===== config.mk =====
export PLATFORM = sky130hd
export DESIGN_NAME = rx_ipv4_demux_flat
export DESIGN_NICKNAME = d
export VERILOG_FILES = /design/src/rtl/rx_ipv4_demux_if.sv /design/src/rtl/rx_ipv4_demux.sv /design/src/flat_wrapper.sv
export SDC_FILE = /design/constraint.sdc
export NUM_CORES = 1
export LEC_CHECK = 0
export CORE_ASPECT_RATIO = 1.4
export CORE_MARGIN = 2
export CORE_UTILIZATION = 30
export DETAILED_ROUTE_END_ITERATION = 8
export HOLD_SLACK_MARGIN = 0.12
export PLACE_DENSITY = 0.46
export REMOVE_ABC_BUFFERS = 1
export SYNTH_ARGS = -nofsm -noshare
export SYNTH_HDL_FRONTEND = slang
export SYNTH_SLANG_ARGS = --single-unit

===== constraint.sdc =====
create_clock -name RX_CLK -period 5.16 [get_ports RX_CLK]
set_input_delay 1.032 -clock RX_CLK [delete_from_list [all_inputs] [get_ports RX_CLK]]
set_output_delay 1.032 -clock RX_CLK [all_outputs]
set_load 0.005 [all_outputs]

===== src/rtl/rx_ipv4_demux_if.sv =====
// Byte stream into the IPv4 parser and demultiplexed payload out of it.
interface rx_ipv4_demux_if #(
  parameter int OCT     = 8,
  parameter int N_PROTO = 2
);
  logic               rx_payload_ipv4;
  logic [OCT-1:0]     rx_payload;
  logic [OCT-1:0]     rx_data;
  logic [N_PROTO-1:0] rx_data_valid;
  logic               rx_data_last;

  modport master (
    output rx_payload_ipv4,
    output rx_payload,
    input  rx_data,
    input  rx_data_valid,
    input  rx_data_last
  );

  modport slave (
    input  rx_payload_ipv4,
    input  rx_payload,
    output rx_data,
    output rx_data_valid,
    output rx_data_last
  );
endinterface


===== src/rtl/rx_ipv4_demux.sv =====
// IPv4 header validation and per-protocol payload demux with
// padding strip and drop-reason reporting.
module rx_ipv4_demux #(
  parameter int OCT = 8,
  parameter int N_PROTO = 2,
  parameter logic [N_PROTO*OCT-1:0] PROTO_LIST = {8'h06, 8'h11},
  parameter bit ACCEPT_BCAST = 1'b1
) (
  input  logic        RX_CLK,
  input  logic        rst,
  input  logic [31:0] ip_addr,
  rx_ipv4_demux_if.slave bus,
  output logic        rx_irq_ipv4,
  output logic        rx_err,
  output logic [2:0]  rx_err_code,
  output logic [31:0] rx_src_ip,
  output logic [2:0]  rx_proto_idx,
  output logic [15:0] rx_payload_len
);

  localparam logic [1:0] S_WAIT = 2'd0;
  localparam logic [1:0] S_HDR  = 2'd1;
  localparam logic [1:0] S_PAY  = 2'd2;
  localparam logic [1:0] S_DISC = 2'd3;

  logic [1:0]         state_q, state_d;
  logic [7:0]         hcnt_q, hcnt_d;
  logic [15:0]        pcnt_q, pcnt_d;
  logic [3:0]         ihl_q, ihl_d;
  logic [15:0]        tlen_q, tlen_d;
  logic               frag_q, frag_d;
  logic [7:0]         proto_q, proto_d;
  logic [31:0]        src_q, src_d;
  logic [31:0]        dst_q, dst_d;
  logic [OCT-1:0]     hi_q, hi_d;
  logic [15:0]        csum_q, csum_d;
  logic [N_PROTO-1:0] sel_q, sel_d;

  logic [OCT-1:0]     data_q, data_d;
  logic [N_PROTO-1:0] dval_q, dval_d;
  logic               last_q, last_d;
  logic               irq_q, irq_d;
  logic               err_q, err_d;
  logic [2:0]         code_q, code_d;
  logic [31:0]        sip_q, sip_d;
  logic [2:0]         pidx_q, pidx_d;
  logic [15:0]        plen_q, plen_d;

  logic           v;
  logic [OCT-1:0] b;
  logic [16:0]    csum_sum;
  logic [15:0]    csum_add;
  logic [7:0]     hdr_len;
  logic [15:0]    plen;
  logic [31:0]    dst_now;
  logic           dst_ok;
  logic           hit;
  logic [2:0]     idx;

  assign v = bus.rx_payload_ipv4;
  assign b = bus.rx_payload;

  // ones-complement add with end-around carry folded every word
  assign csum_sum = {1'b0, csum_q} + {1'b0, hi_q, b};
  assign csum_add = csum_sum[15:0] + {15'd0, csum_sum[16]};
  assign hdr_len  = {2'b00, ihl_q, 2'b00};
  assign plen     = tlen_q - {8'h00, hdr_len};
  assign dst_now  = (hcnt_q == 8'd19) ? {dst_q[23:0], b} : dst_q;
  assign dst_ok   = (dst_now == ip_addr) ||
                    (ACCEPT_BCAST && dst_now == 32'hFFFF_FFFF);

  always_comb begin
    hit = 1'b0;
    idx = 3'd0;
    for (int i = N_PROTO - 1; i >= 0; i--) begin
      if (PROTO_LIST[i*OCT +: OCT] == proto_q) begin
        hit = 1'b1;
        idx = 3'(i);
      end
    end
  end

  always_comb begin
    state_d = state_q;
    hcnt_d  = hcnt_q;
    pcnt_d  = pcnt_q;
    ihl_d   = ihl_q;
    tlen_d  = tlen_q;
    frag_d  = frag_q;
    proto_d = proto_q;
    src_d   = src_q;
    dst_d   = dst_q;
    hi_d    = hi_q;
    csum_d  = csum_q;
    sel_d   = sel_q;
    data_d  = data_q;
    dval_d  = '0;
    last_d  = 1'b0;
    irq_d   = 1'b0;
    err_d   = 1'b0;
    code_d  = code_q;
    sip_d   = sip_q;
    pidx_d  = pidx_q;
    plen_d  = plen_q;

    unique case (state_q)
      S_WAIT: begin
        if (!v) begin
          state_d = S_HDR;
          hcnt_d  = 8'd0;
        end
      end
      S_HDR: begin
        if (v) begin
          hcnt_d = hcnt_q + 8'd1;
          if (!hcnt_q[0]) hi_d = b;
          else            csum_d = csum_add;
          if (hcnt_q >= 8'd12 && hcnt_q < 8'd16)
            src_d = {src_q[23:0], b};
          if (hcnt_q >= 8'd16 && hcnt_q < 8'd20)
            dst_d = {dst_q[23:0], b};
          case (hcnt_q)
            8'd0: begin
              ihl_d  = b[3:0];
              csum_d = 16'd0;
              frag_d = 1'b0;
              if (b[7:4] != 4'd4 || b[3:0] < 4'd5) begin
                err_d   = 1'b1;
                code_d  = 3'd1;
                state_d = S_DISC;
                hcnt_d  = 8'd0;
              end
            end
            8'd2: tlen_d[15:8] = b;
            8'd3: tlen_d[7:0]  = b;
            8'd6: frag_d = b[5] | (|b[4:0]);
            8'd7: frag_d = frag_q | (|b);
            8'd9: proto_d = b;
            default: ;
          endcase
          if (hcnt_q != 8'd0 && hcnt_q == hdr_len - 8'd1) begin
            hcnt_d  = 8'd0;
            state_d = S_DISC;
            err_d   = 1'b1;
            if (csum_add != 16'hFFFF)           code_d = 3'd2;
            else if (!dst_ok)                   code_d = 3'd3;
            else if (frag_q)                    code_d = 3'd4;
            else if (!hit)                      code_d = 3'd5;
            else if (tlen_q < {8'h00, hdr_len}) code_d = 3'd6;
            else begin
              err_d  = 1'b0;
              sip_d  = src_q;
              pidx_d = idx;
              plen_d = plen;
              sel_d  = N_PROTO'(1) << idx;
              pcnt_d = {8'h00, hdr_len};
              if (plen == 16'd0) irq_d = 1'b1;
              else               state_d = S_PAY;
            end
          end
        end else if (hcnt_q != 8'd0) begin
          err_d  = 1'b1;
          code_d = 3'd7;
          hcnt_d = 8'd0;
        end
      end
      S_PAY: begin
        if (v) begin
          data_d = b;
          dval_d = sel_q;
          pcnt_d = pcnt_q + 16'd1;
          if (pcnt_q == tlen_q - 16'd1) begin
            last_d  = 1'b1;
            irq_d   = 1'b1;
            state_d = S_DISC;
          end
        end else begin
          err_d   = 1'b1;
          code_d  = 3'd7;
          state_d = S_HDR;
          hcnt_d  = 8'd0;
        end
      end
      S_DISC: begin
        if (!v) begin
          state_d = S_HDR;
          hcnt_d  = 8'd0;
        end
      end
      default: state_d = S_WAIT;
    endcase
  end

  always_ff @(posedge RX_CLK) begin
    if (rst) begin
      state_q <= S_WAIT;
      hcnt_q  <= '0;
      pcnt_q  <= '0;
      ihl_q   <= '0;
      tlen_q  <= '0;
      frag_q  <= 1'b0;
      proto_q <= '0;
      src_q   <= '0;
      dst_q   <= '0;
      hi_q    <= '0;
      csum_q  <= '0;
      sel_q   <= '0;
      data_q  <= '0;
      dval_q  <= '0;
      last_q  <= 1'b0;
      irq_q   <= 1'b0;
      err_q   <= 1'b0;
      code_q  <= '0;
      sip_q   <= '0;
      pidx_q  <= '0;
      plen_q  <= '0;
    end else begin
      state_q <= state_d;
      hcnt_q  <= hcnt_d;
      pcnt_q  <= pcnt_d;
      ihl_q   <= ihl_d;
      tlen_q  <= tlen_d;
      frag_q  <= frag_d;
      proto_q <= proto_d;
      src_q   <= src_d;
      dst_q   <= dst_d;
      hi_q    <= hi_d;
      csum_q  <= csum_d;
      sel_q   <= sel_d;
      data_q  <= data_d;
      dval_q  <= dval_d;
      last_q  <= last_d;
      irq_q   <= irq_d;
      err_q   <= err_d;
      code_q  <= code_d;
      sip_q   <= sip_d;
      pidx_q  <= pidx_d;
      plen_q  <= plen_d;
    end
  end

  assign bus.rx_data       = data_q;
  assign bus.rx_data_valid = dval_q;
  assign bus.rx_data_last  = last_q;
  assign rx_irq_ipv4       = irq_q;
  assign rx_err            = err_q;
  assign rx_err_code       = code_q;
  assign rx_src_ip         = sip_q;
  assign rx_proto_idx      = pidx_q;
  assign rx_payload_len    = plen_q;

endmodule


===== src/flat_wrapper.sv =====
// flat-port wrapper written by rule: the top's interface ports become plain ports
module rx_ipv4_demux_flat 
#(
  parameter int OCT = 8,
  parameter int N_PROTO = 2,
  parameter logic [N_PROTO*OCT-1:0] PROTO_LIST = {8'h06, 8'h11},
  parameter bit ACCEPT_BCAST = 1'b1
)
  (RX_CLK, rst, ip_addr, rx_irq_ipv4, rx_err, rx_err_code, rx_src_ip, rx_proto_idx, rx_payload_len, bus_rx_payload_ipv4, bus_rx_payload, bus_rx_data, bus_rx_data_valid, bus_rx_data_last);
  rx_ipv4_demux_if #(.OCT(OCT), .N_PROTO(N_PROTO)) bus_i ();
  input  logic RX_CLK;
  input  logic rst;
  input  logic [31:0] ip_addr;
  output logic rx_irq_ipv4;
  output logic rx_err;
  output logic [2:0] rx_err_code;
  output logic [31:0] rx_src_ip;
  output logic [2:0] rx_proto_idx;
  output logic [15:0] rx_payload_len;
  input wire logic [$bits(bus_i.rx_payload_ipv4)-1:0] bus_rx_payload_ipv4;
  input wire logic [$bits(bus_i.rx_payload)-1:0] bus_rx_payload;
  output wire logic [$bits(bus_i.rx_data)-1:0] bus_rx_data;
  output wire logic [$bits(bus_i.rx_data_valid)-1:0] bus_rx_data_valid;
  output wire logic [$bits(bus_i.rx_data_last)-1:0] bus_rx_data_last;
  assign bus_i.rx_payload_ipv4 = bus_rx_payload_ipv4;
  assign bus_i.rx_payload = bus_rx_payload;
  assign bus_rx_data = bus_i.rx_data;
  assign bus_rx_data_valid = bus_i.rx_data_valid;
  assign bus_rx_data_last = bus_i.rx_data_last;
  rx_ipv4_demux #(.OCT(OCT), .N_PROTO(N_PROTO), .PROTO_LIST(PROTO_LIST), .ACCEPT_BCAST(ACCEPT_BCAST)) u_core (.RX_CLK(RX_CLK), .rst(rst), .ip_addr(ip_addr), .bus(bus_i), .rx_irq_ipv4(rx_irq_ipv4), .rx_err(rx_err), .rx_err_code(rx_err_code), .rx_src_ip(rx_src_ip), .rx_proto_idx(rx_proto_idx), .rx_payload_len(rx_payload_len));
endmodule

==> metrics.txt <==
Initial DRC Count 633; DR vias 10900; initial antenna violation count 0; Synth Flop Type dfxtp_1; post-DR vias/cell 5.13; Post-Place Worst Slack -1040 ps; CORE AREA 38500 µm²; Pre-antenna DRT Iters 6; cts hold-fix bufs 0; area fraction of the dominant cell type after synthesis 35.6%; Routed Antenna Nets 0; vias in the first global route 10800; Antenna Cells 0; Power Density 291 nW/µm²; # rows 85; CTS clk-pin slew, worst paths 60 ps; Post-synth EDFFs 0; Worst Tran Pin Value 1110 ps; worst skew pair latency 540 ps; effective utilization at floorplan 30.5%; internal power 3.02 mW; I/O Buffers 107; Die Wd 171 µm; Clock Skews 17.5 ps; sw power 1.25 mW; # clock sinks 209; die area 40800 µm²; synthesized area per cell 7.99 µm²; cell taking the most area after synthesis dfxtp_1; Post-route DRC 0; CTS Buf Count 24; Nets 1668; largest net degree at the start of global routing 120; Crit Path Max Fanout 7; final slew viol count 0; CTS tree done; Total GRT Usage 18.6%; post-synthesis async set-or-reset flop share 0%; required time of the critical path 5620 ps; Clock H-tree levels 1; Final WS setup 270 ps; Post-Syn Area 11700 µm²; Sequential Power Share 39.6%; hold_ws 457 ps; clock tree buffer depth 3; Syn Inst Count 1469; Remaining Overflow, GRT 0; most frequent cells in the layout nand2_1 (219), dfxtp_1 (209), nor2_1 (157); post-synthesis register bit count 209; type of the worst setup path in -> reg; Chip Height 238 µm; leakage power figure 5.68 nW; Synth area leaders dfxtp_1 (36%), nand2_1 (7.0%), mux2i_1 (6.5%); io pins 110; dpl cell area 13700 µm²; reg-to-reg slack, setup 510 ps; critical path launch point type primary input; gp weighted congestion 0.885; WL final 38300 µm; CTS root buffer clkbuf_16; combinational fraction of design power 18.3%; crit share post-route 94.8%; first-pass GRT wire length 60300 µm; Hold WC Path Type reg -> reg; Net Sw Frac 29.3%; synth unique cells 88; Arr. time, crit path 5350 ps; area grow syn2layout 25.2%; Slew HR 25.7%; clock power share 42.0%; max cap viols 0; Util after Layout 38.2%; maximum operating frequency 0.205 GHz; Design Power 4.28 mW; commonest non-fill, non-tap cell in the layout nand2_1; share of cells above drive strength 1 10.8%; HPWL after detailed placement 27300 µm; fin crit period 4890 ps; Hold Vio Cnt, Final 0; routed length per instance 18.0 µm; status finished clean; Design Area, Final 14700 µm²; final setup fails 0; register area share after synthesis 35.6%; CP endpoint kind flip-flop; Max VDD drop 0.209 mV; RSZ-0062 raised after global routing false; warnings from Yosys 0
==> worst paths after layout <==
path | startpoint | endpoint | depth (start not counted)
worst max-delay path | bus_rx_payload[7] | u_core.rx_payload_len[12]$_SDFFE_PP0P_ | 25
worst min-delay path | u_core.src_q[25]$_SDFFE_PP0P_ | u_core.src_q[25]$_SDFFE_PP0P_ | 2
worst max register to register | u_core.csum_q[0]$_SDFFE_PP0P_ | u_core.rx_err$_SDFF_PP0_ | 26
worst min register to register | u_core.src_q[25]$_SDFFE_PP0P_ | u_core.src_q[25]$_SDFFE_PP0P_ | 2
==> synth_stat cells (all sizes together) (4+ instances only) <==
cell	count
nand3	29
o22ai	14
a21oi	132
o21ai	40
buf	19
o21bai	4
and4	5
o21a	6
a221oi	4
o2bb2ai	7
or3	7
dfxtp	209
a31oi	5
xor2	34
nor2	163
o2111ai	5
nor4	25
a32oi	6
nor3b	7
nand2	219
and2	7
nor3	30
or4	7
and3	14
a21o	18
a22oi	17
ha	32
mux2i	77
clkbuf	77
a211oi	20
a41oi	4
nand4	32
a22o	4
nor2b	8
xnor2	69
or2	4
inv	50
nand2b	14
==> per-stage QoR <==
stage	setup TNS, ps	instances
after floorplan	-111850	1374
after global placement	-62790	2080
after detailed placement	-71390	2080
after CTS	0	2127
after global routing	0	2129
final	0	2129
==> state kept, by name, indices dropped and copies added, names as in the netlist, 2 cells and up <==
| signal | flops |
|---|---|
| u_core.bus.rx_data | 8 |
| u_core.rx_payload_len | 16 |
| u_core.rx_src_ip | 32 |
| u_core.hcnt_q | 8 |
| u_core.rx_err_code | 3 |
| u_core.csum_q | 16 |
| u_core.pcnt_q | 16 |
| u_core.ihl_q | 4 |
| u_core.state_q | 2 |
| u_core.proto_q | 8 |
| u_core.dst_q | 32 |
| u_core.hi_q | 8 |
| u_core.bus.rx_data_valid | 2 |
| u_core.src_q | 32 |
| u_core.tlen_q | 16 |
==> kinds of logic (layout without fill, tap and decap cells) <==
logic type,count (synthesis),count (layout),synth area share [%]
other,1,2,0.0319
buffers and inverters,147,284,5.26
and+or+nand+nor,583,583,23.5
adders and majority gates,34,34,3.75
muxes,79,79,6.86
AOI/OAI and AO/OA,313,313,17.0
xor gates and xnor gates,103,103,7.94
DFF,209,209,35.6
==> power groups by stage <==
stage	logic, mW	clock network, mW	registers, mW
detailed placement	0.776	0	1.73
floorplan	0.454	0	1.71
global route	0.862	1.91	1.70
finish	0.784	1.80	1.70
global placement	0.772	0	1.73
CTS	0.783	1.86	1.70
==> per-layer routing <==
| metal | GRT usage (%) | vias up | part of all wire, % |
|---|---|---|---|
| met5 | 0 | - | 0 |
| met4 | 6.21 | 0 | 2.9 |
| met3 | 1.77 | 65 | 3.1 |
| met2 | 34.7 | 234 | 53 |
| met1 | 22.0 | 5248 | 41 |
| li1 | - | 5370 | - |
==> worst max-delay path, cell delays in order <==
cell and delay, ps:
clkdlybuf4s50_1 460, buf_4 170, ha_4 220, a21o_1 170
a31oi_1 200, o21ai_2 110, o21a_1 210, o21ai_1 120
a21boi_1 70, o21ai_1 110, nand2b_1 90, ha_2 210
ha_4 160, buf_4 140, a21oi_2 100, nor2_1 50
and3_1 190, a211oi_2 230, o2111ai_2 170, o21ba_4 280
nand4_1 140, buf_4 190, buf_4 160, or2_0 220
a21oi_1 130
==> cell type report <==
class	instances	area, µm²
Clock buffer	35	732
Fill cell	4073	23800
Tap cell	522	653
Timing Repair Buffer	191	1750
Multi-Input combinational cell	1114	7080
Inverter	51	191
Clock inverter	7	103
Sequential cell	209	4180
==> timing repair <==
action                                  in CTS  in global routing
endpoints found under the hold margin        0                  0
resized for setup                           23                 20
endpoints found under the setup margin      72                 71
pin swaps                                    8                 15
cloned                                       1                  0
buffers inserted                             4                  2
(Power assumes the default switching activity.)
==> RTL edit 1 (same flow settings) <==
The output `rx_err` loses its register stage (`err_q` becomes a continuous assignment).
--- a/src/rtl/rx_ipv4_demux.sv
+++ b/src/rtl/rx_ipv4_demux.sv
@@ -210,5 +210,4 @@
       last_q  <= 1'b0;
       irq_q   <= 1'b0;
-      err_q   <= 1'b0;
       code_q  <= '0;
       sip_q   <= '0;
@@ -232,5 +231,4 @@
       last_q  <= last_d;
       irq_q   <= irq_d;
-      err_q   <= err_d;
       code_q  <= code_d;
       sip_q   <= sip_d;
@@ -239,4 +237,6 @@
     end
   end
+
+  assign err_q = err_d;
 
   assign bus.rx_data       = data_q;
Check against the original RTL: not equivalent (a bounded check fails within 4 cycles, from zero or initial values and one cycle with rst high).
==> RTL edit 1 against the original RTL <==
The flow now finishes with violations (setup timing). Worst setup slack lost 1500 ps. Design area grew 5.1%. Critical path type is now primary input to primary output. Synthesized cell count grew 2.0%. Synthesized area shrank 3.6%. Critical path depth shrank 3. Global-route usage shrank 0.092 points. Sequential cell count shrank 1. Power shrank 5.8%. Combinational power shrank 28%. Sequential share of layout area shrank 1.5 points. Routed wire length shrank 0.47%. Highest routed layer unchanged.
==> RTL edit 1: results (changes against the original RTL) <==
- Drt total wl: 38.1 mm (-0.47%)
- Final setup margin: -1260 ps (-1530 ps)
- Worst path slowest cell: or4b_4
- Leakage power: 5.62 nW (-1.0%)
- Post-synthesis adder-cell area fraction: 3.89% (+0.14 points)
- Hpwl dp: 26.1 mm (-4.3%)
- Crit path max-delay family: simple AND/OR/NAND/NOR gates
- Dpl cells: 2100 (+0.96%)
- CTS H-tree depth: 1 (unchanged)
- Critical path fanouts, max: 2 (-5)
- Hold Path Class: flip-flop to flip-flop
- Outcome: finished, violations left
- Synth Area in XOR/XNOR: 6.87% (-1.1 points)
- Largest net degree at the start of global routing: 117 (-2.5%)
- First-pass GRT wire length: 58.6 mm (-2.9%)
- Post-synthesis mux area share: 2.04% (-4.8 points)
- NumNets Final: 1763 (+5.7%)
- Drt pass-1 iters: 7 (+1)
- Crit path DAT: 5390 ps (+40 ps)
- Slowest stage delay, CP: 550 ps (+90 ps)
- Setup TNS: -31720 ps (-31720 ps)
- Clk buf depth: 3 (unchanged)
- Least-Margin Pin Slew: 1060 ps (-44.3 ps)
- CTS root buf: clkbuf_16
- Top cells by count, synth: nand2_1, dfxtp_1, a21oi_1, clkbuf_1, nor2_1
- N_diodes: 0 (unchanged)
- Ratio of cells with drive above 1 in the final layout: 18.2% (+7.4 points)
- Cell Area, Placed: 13600 sq um (-0.86%)
- Synth top area cells: dfxtp_1, nand2_1, a21oi_1
- Clock transition at path regs: 60 ps (about the same)
- Placer congestion estimate: 0.903 (+1.9%)
- Starting DRC count in detailed routing: 633 (unchanged)
- Fin cells: 2178 (+2.3%)
- Clock Skews: 12.9 ps (-4.62 ps)
- Post-synthesis compound-gate area fraction: 19.0% (+2.0 points)
- Mean Syn Cell Area: 7.55 sq um (-5.5%)
- Worst r2r path cells: 28 (+7.7%)
- Final setup vio count: 68 (+68)
- Failing checks: setup timing
- Vias in the first global route: 10700 (-0.66%)
- Seq/Total Area, Yosys: 36.8% (+1.1 points)
- Sw Pwr: 1.07 mW (-15%)
- VDD IR max: 0.248 mV (+19%)
- Cts bufs inserted: 25 (+4.2%)
- All-Layer GR Usage: 18.5% (-0.092 points)
- Vias per std cell: 5.13 (about the same)
- Yosys cell types: 78 (-11%)
RTL edit 1: cell count changes after synthesis, moves of 6 or more:
| cell | unedited run | this run |
|---|---|---|
| a21o_1 | 18 | 10 |
| a21oi_1 | 132 | 188 |
| nor2_1 | 159 | 77 |
| mux2i_1 | 76 | 22 |
| xor2_1 | 31 | 49 |
| o2bb2ai_1 | 7 | 1 |
| a211oi_1 | 18 | 4 |
| nand3_1 | 29 | 45 |
| a31oi_1 | 5 | 12 |
| nand2_1 | 219 | 343 |
| xnor2_1 | 68 | 38 |
| nor4_1 | 23 | 17 |
RTL edit 1: final timing paths:
check | from | end | slack (ps)
max | bus_rx_payload[3] | rx_err | -1260
min | u_core.rx_src_ip[14] | u_core.rx_src_ip[14] | 450
max reg2reg | u_core.csum_q[0] | u_core.rx_src_ip[3] | -480
min reg2reg | u_core.rx_src_ip[14] | u_core.rx_src_ip[14] | 450
RTL edit 1: per-layer routing:
metal | vias to the layer above | routed length (um) | share of wire [%] | global-route usage, %
li1 | 5604 | - | - | -
met1 | 5294 | 16100 | 42 | 22.5
met2 | 218 | 19900 | 52 | 34.9
met3 | 50 | 1340 | 3.5 | 1.89
met4 | 0 | 787 | 2.1 | 4.63
met5 | - | 0 | 0 | 0
RTL edit 1: timing repair:
action,in CTS,in global routing
pin swaps,57,52
gates resized for setup,101,89
cloned,4,9
buffers inserted,39,14
endpoints found under the setup margin,72,72
RTL edit 1: cell type report:
type | instances | area [sq um]
inverter | 55 | 206
sequential | 208 | 4160
fill | 3809 | 22000
multi-input combinational | 1144 | 7170
timing repair buffer | 252 | 2460
clock buffer | 35 | 723
clock inverter | 11 | 134
tap | 473 | 592
RTL edit 1: cell families (layout without fill, tap and decap cells):
logic type,after synthesis,count (layout)
xor+xnor,88,88
fa+ha+maj,34,34
mux,23,23
buf+inv,148,353
other cells,1,2
compound gates,353,353
flops,208,208
simple gates,644,644
RTL edit 1: power groups by stage:
stage | logic, mW | clock network (mW) | registers [mW]
global placement | 0.494 | 0 | 1.68
CTS | 0.506 | 1.88 | 1.65
finish | 0.564 | 1.82 | 1.65
floorplan | 0.257 | 0 | 1.68
global route | 0.615 | 1.94 | 1.65
detailed placement | 0.496 | 0 | 1.68
RTL edit 1: through the flow:
step	setup WS (ps)	power, mW
floorplan	-1610	1.93
global placement	-2350	2.18
detailed placement	-2410	2.18
CTS	-1390	4.03
global route	-1500	4.20
finish	-1260	4.03
RTL edit 1: worst reg2reg max path, delay by kind of cell, from the launching register on:
kind                       cells  cell delay [ps]
buffers and inverters          7              820
DFF                            1              420
adders and majority gates      4              810
and+or+nand+nor                9             2230
AOI/OAI and AO/OA              7             1160
xor gates and xnor gates       1              140
==> RTL edit 2 (same settings) <==
Without the edit above. `ACCEPT_BCAST` is set to 1'b1 in 2 places; all go to 1'b0.
--- a/src/rtl/rx_ipv4_demux.sv
+++ b/src/rtl/rx_ipv4_demux.sv
@@ -5,5 +5,5 @@
   parameter int N_PROTO = 2,
   parameter logic [N_PROTO*OCT-1:0] PROTO_LIST = {8'h06, 8'h11},
-  parameter bit ACCEPT_BCAST = 1'b1
+  parameter bit ACCEPT_BCAST = 1'b0
 ) (
   input  logic        RX_CLK,
--- a/src/flat_wrapper.sv
+++ b/src/flat_wrapper.sv
@@ -5,5 +5,5 @@
   parameter int N_PROTO = 2,
   parameter logic [N_PROTO*OCT-1:0] PROTO_LIST = {8'h06, 8'h11},
-  parameter bit ACCEPT_BCAST = 1'b1
+  parameter bit ACCEPT_BCAST = 1'b0
 )
   (RX_CLK, rst, ip_addr, rx_irq_ipv4, rx_err, rx_err_code, rx_src_ip, rx_proto_idx, rx_payload_len, bus_rx_payload_ipv4, bus_rx_payload, bus_rx_data, bus_rx_data_valid, bus_rx_data_last);
Formal check against the unedited RTL: same outputs for any inputs over 4 cycles, from zero or initial values and one cycle with rst high; that may be too few to reach the edited logic, so the function may still have changed.
==> RTL edit 2 against the original RTL <==
Clock power decreased by 8%. Sequential cell count unchanged. Synthesized area decreased by 0.54%. Power decreased by 3.2%. Routed wire length decreased by 1.9%. Core utilization increased by 0.68 points. Sequential power about the same. Design area increased by 1.5%. Combinational power about the same. Maximum frequency increased by 0.35%. Clock skew decreased by 7.4 ps. Worst setup slack improved by 17 ps. Non-clock buffer count increased by 18. Largest cell class unchanged. Largest power group is now sequential cells. Highest routed layer unchanged.
==> RTL edit 2: results (changes against the original RTL) <==
- Outcome: complete, no violations
- DR WL met3: 1.07 mm (-9.9%)
- Inverters: 54 (+5.9%)
- Mean Syn Cell Area: 7.99 sq um (about the same)
- Post-synthesis mux area share: 6.77% (-0.091 points)
- Vias in the first global route: 10300 (-4.3%)
- Hpwl dp: 26.4 mm (-3.4%)
- Drt pass-1 iters: 5 (-1)
- VDD IR max: 0.261 mV (+25%)
- Post-Syn Area: 11700 sq um (-0.54%)
- Comb pwr: 0.782 mW (about the same)
- Signal buf overhead: 13.4% (+1.5 points)
- Routing usage on met1: 21.8% (-0.23 points)
- Post-synthesis adder-cell area fraction: 3.77% (+0.021 points)
- Clock Skews: 10.1 ps (-7.43 ps)
- Yosys cell types: 70 (-20%)
- Dpl ws: -1170 ps (-129 ps)
- Placer congestion estimate: 0.892 (+0.71%)
- Worst path slowest cell: or4_4
- Cell Area, Placed: 13800 sq um (+0.84%)
- Crit path DAT: 5290 ps (-60 ps)
- Non-CTS buffers: 209 (+9.4%)
- FFs & Latches: 209 (unchanged)
- Clock power frac: 40.2% (-1.8 points)
- Multi-input combinational cell count: 1112 (-0.18%)
- First-pass GRT wire length: 58.3 mm (-3.4%)
- Post-synthesis compound-gate area fraction: 15.0% (-2.0 points)
- Starting DRC count in detailed routing: 595 (-6.0%)
- Least-Margin Pin Slew: 1220 ps (+111 ps)
- Fraction of area in multi-input gates: 47.7% (-0.51 points)
- Critical path fanouts, max: 5 (-2)
- DR vias: 10600 (-2.8%)
- Avg WL per Cell: 17.5 um (-2.8%)
- All-Layer GR Usage: 18.2% (-0.45 points)
- Top cells by count, synth: nand2_1, dfxtp_1, a21oi_1, nor2_1, nand2b_1
- Pwr dens: 278 nW/um^2 (-4.6%)
- Seq/Total Area, Yosys: 35.8% (+0.19 points)
- Clk_buf instances: 30 (-14%)
- Cell-internal power: 2.92 mW (-3.4%)
-- RTL edit 2: cell count changes in the layout (fill, tap and decap cells not counted), moves of 15 or more --
cell / before / now
mux2i_1: 76 / 61
nand4_1: 31 / 16
nand2b_1: 13 / 82
nor2_1: 157 / 112
or3_1: 7 / 26
nor2b_1: 8 / 27
-- RTL edit 2: path summary, 6_finish.rpt --
kind,cells past startpoint,end,slack (ps),start
min reg2reg,2,u_core.src_q[28],460,u_core.src_q[28]
max,26,u_core.sel_q[0],290,bus_rx_payload[6]
min,2,u_core.src_q[28],460,u_core.src_q[28]
max reg2reg,24,u_core.sel_q[0],540,u_core.csum_q[9]
-- RTL edit 2: repair_timing --
| item | 4_1_cts | 5_1_grt |
|---|---|---|
| cloned | 3 | 5 |
| buffers inserted | 5 | 1 |
| pin swaps | 10 | 15 |
| gates resized for setup | 44 | 30 |
| setup endpoints to repair | 72 | 69 |
| hold buffers | 0 | 0 |
